==> src/rtl/cordic_pkg.sv <==
// Shared types and constants for the iterative CORDIC core.
// Angles are binary: 2^31 in the table equals pi.
package cordic_pkg;

  typedef enum logic [1:0] {
    IDLE,
    LOAD,
    ITER,
    DONE
  } state_t;

  localparam logic ROTATE = 1'b0;
  localparam logic VECTOR = 1'b1;

  localparam int CNT_W = 5;

  localparam logic [31:0] ATAN_TABLE [0:23] = '{
    32'h20000000, 32'h12E4051E, 32'h09FB385B, 32'h051111D4,
    32'h028B0D43, 32'h0145D7E1, 32'h00A2F61E, 32'h00517C55,
    32'h0028BE53, 32'h00145F2F, 32'h000A2F98, 32'h000517CC,
    32'h00028BE6, 32'h000145F3, 32'h0000A2F9, 32'h0000517C,
    32'h000028BE, 32'h0000145F, 32'h00000A2F, 32'h00000517,
    32'h0000028B, 32'h00000145, 32'h000000A2, 32'h00000051
  };

  // Top w bits of the table entry, rounded to nearest.
  function automatic logic [31:0] atan_scaled(input int i, input int w);
    logic [31:0] r;
    r = ATAN_TABLE[i[4:0]] + (32'd1 << (31 - w));
    return r >> (32 - w);
  endfunction

endpackage

==> src/rtl/cordic_stage.sv <==
// Combinational CORDIC micro-rotation.
// Shifts are arithmetic and truncating.
module cordic_stage
  import cordic_pkg::*;
#(
  parameter int XW = 10,
  parameter int ZW = 8
) (
  input  logic signed [XW-1:0]    x,
  input  logic signed [XW-1:0]    y,
  input  logic signed [ZW-1:0]    z,
  input  logic        [CNT_W-1:0] shift,
  input  logic signed [ZW-1:0]    atan,
  input  logic                    mode,
  output logic signed [XW-1:0]    x_next,
  output logic signed [XW-1:0]    y_next,
  output logic signed [ZW-1:0]    z_next
);

  logic signed [XW-1:0] xs;
  logic signed [XW-1:0] ys;
  logic                 pos;

  assign xs  = x >>> shift;
  assign ys  = y >>> shift;
  assign pos = (mode == ROTATE) ? ~z[ZW-1] : y[XW-1];

  always_comb begin
    if (pos) begin
      x_next = x - ys;
      y_next = y + xs;
      z_next = z - atan;
    end else begin
      x_next = x + ys;
      y_next = y - xs;
      z_next = z + atan;
    end
  end

endmodule

==> src/rtl/cordic_iter.sv <==
// Iterative CORDIC: quadrant pre-rotation, then one
// micro-rotation per clock; start/busy/done handshake.
module cordic_iter
  import cordic_pkg::*;
#(
  parameter int WIDTH = 8,
  parameter int ITERS = 8,
  parameter int GUARD = 2
) (
  input  logic                           clka,
  input  logic                           reset,
  input  logic                           start,
  input  logic                           cordic_mode,
  input  logic signed [WIDTH-1:0]        x_in,
  input  logic signed [WIDTH-1:0]        y_in,
  input  logic signed [WIDTH-1:0]        z_in,
  output logic signed [WIDTH+GUARD-1:0]  x_out,
  output logic signed [WIDTH+GUARD-1:0]  y_out,
  output logic signed [WIDTH-1:0]        z_out,
  output logic                           busy,
  output logic                           done
);

  localparam int XW = WIDTH + GUARD;
  localparam logic [CNT_W-1:0] LAST = CNT_W'(ITERS - 1);
  localparam logic signed [WIDTH-1:0] QUARTER =
    {2'b01, {(WIDTH-2){1'b0}}};

  state_t state;
  state_t state_n;

  logic signed [XW-1:0]    x_cap;
  logic signed [XW-1:0]    y_cap;
  logic signed [WIDTH-1:0] z_cap;
  logic                    mode_r;
  logic [CNT_W-1:0]        cnt;

  logic signed [XW-1:0]    x_pre;
  logic signed [XW-1:0]    y_pre;
  logic signed [WIDTH-1:0] z_pre;
  logic signed [XW-1:0]    x_nx;
  logic signed [XW-1:0]    y_nx;
  logic signed [WIDTH-1:0] z_nx;
  logic signed [WIDTH-1:0] atan_cur;
  logic signed [WIDTH-1:0] atan_lut [ITERS];

  logic accept;
  logic vec;
  logic neg_x;
  logic neg_y;
  logic z_hi;
  logic z_lo;

  assign accept = start && (state == IDLE || state == DONE);
  assign busy   = (state == LOAD) || (state == ITER);
  assign done   = (state == DONE);

  for (genvar g = 0; g < ITERS; g++) begin : g_atan
    localparam logic [31:0] A = atan_scaled(g, WIDTH);
    assign atan_lut[g] = A[WIDTH-1:0];
  end

  always_comb begin
    atan_cur = '0;
    for (int k = 0; k < ITERS; k++) begin
      if (cnt == k[CNT_W-1:0]) atan_cur = atan_lut[k];
    end
  end

  always_comb begin
    state_n = state;
    unique case (state)
      IDLE:    if (start) state_n = LOAD;
      DONE:    if (start) state_n = LOAD;
      LOAD:    state_n = ITER;
      ITER:    if (cnt == LAST) state_n = DONE;
      default: state_n = IDLE;
    endcase
  end

  always_ff @(posedge clka) begin
    if (reset) state <= IDLE;
    else       state <= state_n;
  end

  // Fold the operand into the right half-plane (vectoring)
  // or into [-pi/2, pi/2) (rotation).
  assign vec   = (mode_r == VECTOR);
  assign neg_x = x_cap[XW-1];
  assign neg_y = y_cap[XW-1];
  assign z_hi  = ~z_cap[WIDTH-1] & z_cap[WIDTH-2];
  assign z_lo  = z_cap[WIDTH-1] & ~z_cap[WIDTH-2];

  always_comb begin
    x_pre = x_cap;
    y_pre = y_cap;
    z_pre = z_cap;
    unique case (1'b1)
      vec && neg_x && !neg_y: begin
        x_pre = y_cap;
        y_pre = -x_cap;
        z_pre = z_cap + QUARTER;
      end
      vec && neg_x && neg_y: begin
        x_pre = -y_cap;
        y_pre = x_cap;
        z_pre = z_cap - QUARTER;
      end
      !vec && z_hi: begin
        x_pre = -y_cap;
        y_pre = x_cap;
        z_pre = z_cap - QUARTER;
      end
      !vec && z_lo: begin
        x_pre = y_cap;
        y_pre = -x_cap;
        z_pre = z_cap + QUARTER;
      end
      default: ;
    endcase
  end

  cordic_stage #(
    .XW(XW),
    .ZW(WIDTH)
  ) u_stage (
    .x      (x_out),
    .y      (y_out),
    .z      (z_out),
    .shift  (cnt),
    .atan   (atan_cur),
    .mode   (mode_r),
    .x_next (x_nx),
    .y_next (y_nx),
    .z_next (z_nx)
  );

  always_ff @(posedge clka) begin
    if (reset) begin
      x_cap  <= '0;
      y_cap  <= '0;
      z_cap  <= '0;
      mode_r <= ROTATE;
      x_out  <= '0;
      y_out  <= '0;
      z_out  <= '0;
      cnt    <= '0;
    end else begin
      if (accept) begin
        x_cap  <= {{GUARD{x_in[WIDTH-1]}}, x_in};
        y_cap  <= {{GUARD{y_in[WIDTH-1]}}, y_in};
        z_cap  <= z_in;
        mode_r <= cordic_mode;
      end
      unique case (state)
        LOAD: begin
          x_out <= x_pre;
          y_out <= y_pre;
          z_out <= z_pre;
          cnt   <= '0;
        end
        ITER: begin
          x_out <= x_nx;
          y_out <= y_nx;
          z_out <= z_nx;
          cnt   <= cnt + 1'b1;
        end
        default: ;
      endcase
    end
  end

endmodule

==> config.mk <==
export PLATFORM = sky130hd
export DESIGN_NAME = cordic_iter
export DESIGN_NICKNAME = d
export VERILOG_FILES = /design/src/rtl/cordic_pkg.sv /design/src/rtl/cordic_stage.sv /design/src/rtl/cordic_iter.sv
export SDC_FILE = /design/constraint.sdc
export NUM_CORES = 1
export LEC_CHECK = 0
export CORE_MARGIN = 2
export CORE_UTILIZATION = 30
export DETAILED_ROUTE_END_ITERATION = 16
export SLEW_MARGIN = 25
export SYNTH_ARGS = -nofsm -noshare
export SYNTH_HDL_FRONTEND = slang
export SYNTH_HIERARCHICAL = 1
export SYNTH_SLANG_ARGS = --single-unit
==> constraint.sdc <==
create_clock -name clka -period 4.3 [get_ports clka]
set_input_delay 0.43 -clock clka [delete_from_list [all_inputs] [get_ports clka]]
set_output_delay 0.43 -clock clka [all_outputs]
set_load 0.02 [all_outputs]
[Word level (Yosys, flattened, before mapping)]
Index checks and enable logic that the tools add are counted.
Word-level totals
  word-level logic and storage cells: 78
  output and inout bits: 30
  bits in registers: 60
Cells by class
  add/sub/neg operators: 11
  bitwise gates (word level): 5
  shifts and indexed selects: 2
  reduce and logical (&&, ||, !) cells: 17
  equality and inequality tests: 12
  multiplexer cells: 22
Operators with widths (count)
  10-bit one-hot mux with 2 select lines: 4
  6-bit 2-to-1 mux: 8
  8-bit one-hot mux with 2 select lines: 2
  10-bit adder: 2
  5-bit by 3-bit == test with 1-bit output (second input constant): 4
  10-bit 2-to-1 mux: 2
  8-bit negator with 10-bit output: 2
  10-bit by 5-bit >>> shifter with 10-bit output: 2
  10-bit subtractor: 2
  5-bit by 2-bit == test with 1-bit output (second input constant): 2
  5-bit one-hot mux with 2 select lines: 1
  8-bit by 7-bit adder with 8-bit output: 1
  8-bit adder (second input constant): 1
  8-bit 2-to-1 mux: 1
  8-bit by 7-bit subtractor with 8-bit output: 1
  8-bit subtractor (second input constant): 1
  1-bit logical AND: 6
  2-bit one-hot mux with 3 select lines: 1
  2-bit OR reduction: 3
  5-bit by 1-bit adder with 5-bit output (second input constant): 1
  5-bit by 1-bit == test with 1-bit output (second input constant): 1
  5-bit logical NOT: 1
  2-bit == test (second input constant): 2
  2-bit 2-to-1 mux: 2
  10 further kinds: 16

[Logic depth before layout (Yosys ltp)]
  depth after elaboration: 12
  mapped depth: 22
  gate-level depth less buffers: 19

[Hierarchy]
Netlist, hierarchy kept.
Modules (own cells, without submodules)
  cordic_iter: cells each 414, times used 1, area each 3200.6 um^2
  cordic_stage: cells each 322, times used 1, area each 2481.1 um^2

[Worst setup path after synthesis]
OpenSTA, ideal clock, no wires.
  kind: flip-flop to flip-flop
  start: reg cnt[0]
  end: reg x_out[9]
  setup time: 0.086 ns
  path slack: 0.204 ns
  arrival time: 4.010 ns
  cell stages (with the launch flop): 21
  required time: 4.214 ns
  path through: dfxtp_1 > buf_6 > mux4_2 > nand3b_1 > a31oi_1 > nor2_1 > inv_1 > ha_1 > nand2_1 > o21ai_0 > inv_1 > ha_1 > nor2b_1 > o2111ai_1 > a31oi_1 > a31oi_1 > or4_1 > o221ai_1 > nor4_2 > o22ai_1 > a211oi_1
On the way
  cells in the longest elaborated chain, start to end: 4
  elaborated cells on any way between the ends: 5
Ends and longest elaborated chain
  start, declared: RTL line cordic_iter.sv:36  | logic [CNT_W-1:0] cnt;
  start signal, assigned: RTL line cordic_iter.sv:166  | cnt <= cnt + 1'b1;
  10-bit by 5-bit >>> shifter with 10-bit output (*): RTL line cordic_stage.sv:25  | assign ys = y >>> shift;
  10-bit adder / 10-bit subtractor (equally long branches): RTL line cordic_stage.sv:34, cordic_stage.sv:30
  10-bit 2-to-1 mux (*): RTL line cordic_stage.sv:29  | if (pos) begin
  via x_nx[9]: RTL line cordic_iter.sv:41  | logic signed [XW-1:0] x_nx;
  10-bit one-hot mux with 2 select lines (*): RTL line cordic_iter.sv:155  | unique case (state)
  end signal, assigned: RTL line cordic_iter.sv:157  | x_out <= x_pre;
  end signal, assigned: RTL line cordic_iter.sv:163  | x_out <= x_nx;
  end, declared: RTL line cordic_iter.sv:17  | output logic signed [WIDTH+GUARD-1:0] x_out,
Mark *: on every way through the listed nets, which the timed path passes. The rest lies on a longest branch.
A chain may end at the register's enable or synchronous reset.

[Final worst setup path]
  start: reg cnt[1]
  end: reg x_out[9]
The elaborated chain is that of the path after synthesis.

==> impl_metrics.env <==
export IMPL_outcome="complete, no violations"
export IMPL_comb_power_share=0.701
export IMPL_yosys_warnings=6
export IMPL_route_detailed_wl_per_inst_um=17.0
export IMPL_slew_headroom=0.445
export IMPL_drt_total_wl_um=17800
export IMPL_initial_core_util=0.305
export IMPL_fin_tns_setup_ns=0
export IMPL_fin_worst_skew_ns=0.00613
export IMPL_cts_hold_buffers_added=0
export IMPL_fill_cells=1952
export IMPL_hpwlAfterDp_um=13600
export IMPL_setup_viol=0
export IMPL_antenna_found_initial=0
export IMPL_core_um2=18600
export IMPL_io_pins=58
export IMPL_viasPerCell=5.48
export IMPL_min_path_type="register to register"
export IMPL_layout_drive_gt1_share=0.135
export IMPL_critPathLaunchType="register"
export IMPL_overflow=0
export IMPL_synth_seq_cells=60
export IMPL_ys_flop_type="dfxtp_1"
export IMPL_postRouteAntennaNets=0
export IMPL_end_kind="register"
export IMPL_cts_root_buf="clkbuf_16"
export IMPL_syn_cell_area_um2=5680
export IMPL_seq_area_frac_synth=0.211
export IMPL_portBuffers=57
export IMPL_setup_slack_ns=0.132
export IMPL_die_x_um=142
export IMPL_grt_pass1_wl_um=28100
export IMPL_fin_crit_ns=4.17
export IMPL_nets=876
export IMPL_area_growth_syn_to_layout_pct=24.4
export IMPL_cts_tree="done"
export IMPL_path_class="register to register"
export IMPL_switchingPower_uw=2620
export IMPL_final_core_util=0.379
export IMPL_fp_dieH_um=142
export IMPL_routabilityCongestion=0.919
export IMPL_fin_crit_sh=0.969
export IMPL_clkSlewWorstSetupHoldPaths_ns=0.05
export IMPL_hold_viol=0
export IMPL_worstPathMaxFanout=10
export IMPL_syn_inst=736
export IMPL_dieArea_um2=20100
export IMPL_preCtsSetupSlack_ns=-0.160
export IMPL_grt_usage=0.177
export IMPL_fp_row_count=50
export IMPL_drt_iter0_drc=450
export IMPL_crit_arrival_ns=4.41
export IMPL_power_leakage_uw=0.00272
export IMPL_dr_pass1_iters=5
export IMPL_power_internal_uw=2910
export IMPL_h_tree_depth=3
export IMPL_drv_cap=0
export IMPL_cts_buffers_inserted=9
export IMPL_clkLatencyLatePin_ns=0.33
export IMPL_p_seq_frac=0.171
export IMPL_drc=0
export IMPL_clock_fmax_mhz=240
export IMPL_p_total_uw=5520
export IMPL_clock_power_share=0.127
export IMPL_finalMaxSlewViolations=0
export IMPL_avgSynthCellArea_um2=7.72
export IMPL_cts_buffer_depth=2
export IMPL_vias=5732
export IMPL_ir_worst_vdd_v=0.000330
export IMPL_n_antenna_cell=0
export IMPL_clock_sinks=60
export IMPL_async_reset_ff_frac=0
export IMPL_pwr_density_cell_nw_per_um2=781
export IMPL_worst_slew_pin_slew_ns=0.833
export IMPL_cp_required_ns=4.54
export IMPL_grt_max_degree=32
export IMPL_synth_cell_type_count=76
export IMPL_synth_edf_count=0
export IMPL_power_share_switching=0.473
export IMPL_first_global_vias=5411
[per-stage QoR]
stage               area (um^2)  hold WS, ns  instances
global route               7070        0.517       1046
detailed placement         6680        0.460       1028
global placement           6680        0.464       1028
floorplan                  5690        0.436        738
finish                     7070        0.464       1046
CTS                        6980        0.467       1044
[cell usage after synthesis, drive strengths merged (7+ instances only)]
master,n,area [um^2]
a21o,12,90.1
mux2i,21,223
nor3,21,115
dfxtp,60,1200
ha,37,463
mux4,7,165
nand3,13,65.1
o221ai,7,61.3
nor2b,11,68.8
a21oi,68,340
nor2,61,229
buf,22,130
inv,37,139
o21ai,30,150
mux2,14,158
o22ai,15,93.8
clkbuf,25,93.8
nand2,96,363
xnor2,36,315
a211oi,13,97.6
xor2,16,140
a221oi,16,158
nand2b,7,43.8
a31oi,10,62.6
[placed cells by master (no fill, tap or decap), types with 9 or more instances in the layout]
cell type | netlist | final
inv_1 | 35 | 35
nand3_1 | 13 | 13
nor3_1 | 19 | 19
mux2_2 | 12 | 12
ha_1 | 37 | 36
o22ai_1 | 15 | 15
mux2i_1 | 20 | 19
a21o_1 | 12 | 12
o21ai_0 | 28 | 26
clkbuf_16 | 0 | 9
a221oi_1 | 15 | 15
buf_4 | 1 | 46
nor2_1 | 61 | 61
clkdlybuf4s50_1 | 0 | 56
a211oi_1 | 13 | 13
dfxtp_1 | 60 | 56
nand2_1 | 95 | 95
xnor2_1 | 36 | 36
xor2_1 | 16 | 16
nor2b_1 | 11 | 11
a21oi_1 | 68 | 67
[registers in the layout, indices dropped and copies added, names as in the netlist]
| register | count |
|---|---|
| cnt | 5 |
| mode_r | 1 |
| state | 2 |
| x_cap | 8 |
| x_out | 10 |
| y_cap | 8 |
| y_out | 10 |
| z_cap | 8 |
| z_out | 8 |
[timing repair]
action,in CTS,in global routing
cloned,0,0
pin swaps,1,7
buffers inserted,1,2
endpoints found under the setup margin,2,4
resized for setup,3,18
[per-layer routing]
layer  routed length [um]  global-route usage  up-vias
met4                  335              0.0542        0
li1                     -                   -     2795
met3                 1150              0.0385       25
met2                 8050               0.284      213
met5                    0                   0        -
met1                 8250               0.238     2699
[worst paths after layout]
check / from / endpoint / slack [ns] / depth (start not counted)
min: z_cap[4] / z_cap[4] / 0.46 / 2
max: cnt[1] / x_out[9] / 0.13 / 18
min reg2reg: z_cap[4] / z_cap[4] / 0.46 / 2
max reg2reg: cnt[1] / x_out[9] / 0.13 / 18
[worst max-delay path, cell delays in order (launching register included)]
cell and delay (ns):
dfxtp_2 0.40, buf_12 0.15, mux4_2 0.51, mux2i_2 0.24, a21oi_2 0.11, nor3_2 0.20, nand2_2 0.13, nand2_1 0.10
xnor2_1 0.14, ha_1 0.30, or2_2 0.28, a21oi_1 0.17, a31oi_2 0.08, a31oi_4 0.32, or4_4 0.19, o221ai_2 0.10
nor4_2 0.28, o22ai_1 0.11, a211oi_1 0.24
[logic make-up (layout without fill, tap and decap cells)]
group / Yosys count / count (layout) / share of synthesized area
and+or+nand+nor: 241 / 241 / 0.198
muxes: 42 / 42 / 0.0960
adders and majority gates: 40 / 40 / 0.0920
other: 1 / 3 / 0.000660
AOI/OAI and AO/OA: 216 / 216 / 0.258
xor gates and xnor gates: 52 / 52 / 0.0802
buffers and inverters: 84 / 158 / 0.0639
DFF: 60 / 60 / 0.211
[power groups by stage]
| stage | clock, uW | sequential (uW) | combinational (uW) |
|---|---|---|---|
| 2_1_floorplan | 0 | 942 | 2580 |
| 3_3_place_gp | 0 | 952 | 3600 |
| 3_5_place_dp | 0 | 951 | 3620 |
| 4_1_cts | 722 | 940 | 3690 |
| 5_1_grt | 743 | 971 | 4210 |
| 6_report | 704 | 946 | 3870 |
[area by class of cell]
class	count	area (um^2)	share of cell area
clock buffers	13	250	0.0354
clock inverters	2	35.0	0.00495
inverters	37	139	0.0196
multi-input cells	594	4190	0.593
flip-flops and latches	60	1210	0.171
well taps	234	293	0.0414
repair buffers	106	953	0.135
(Power assumes the default switching activity.)
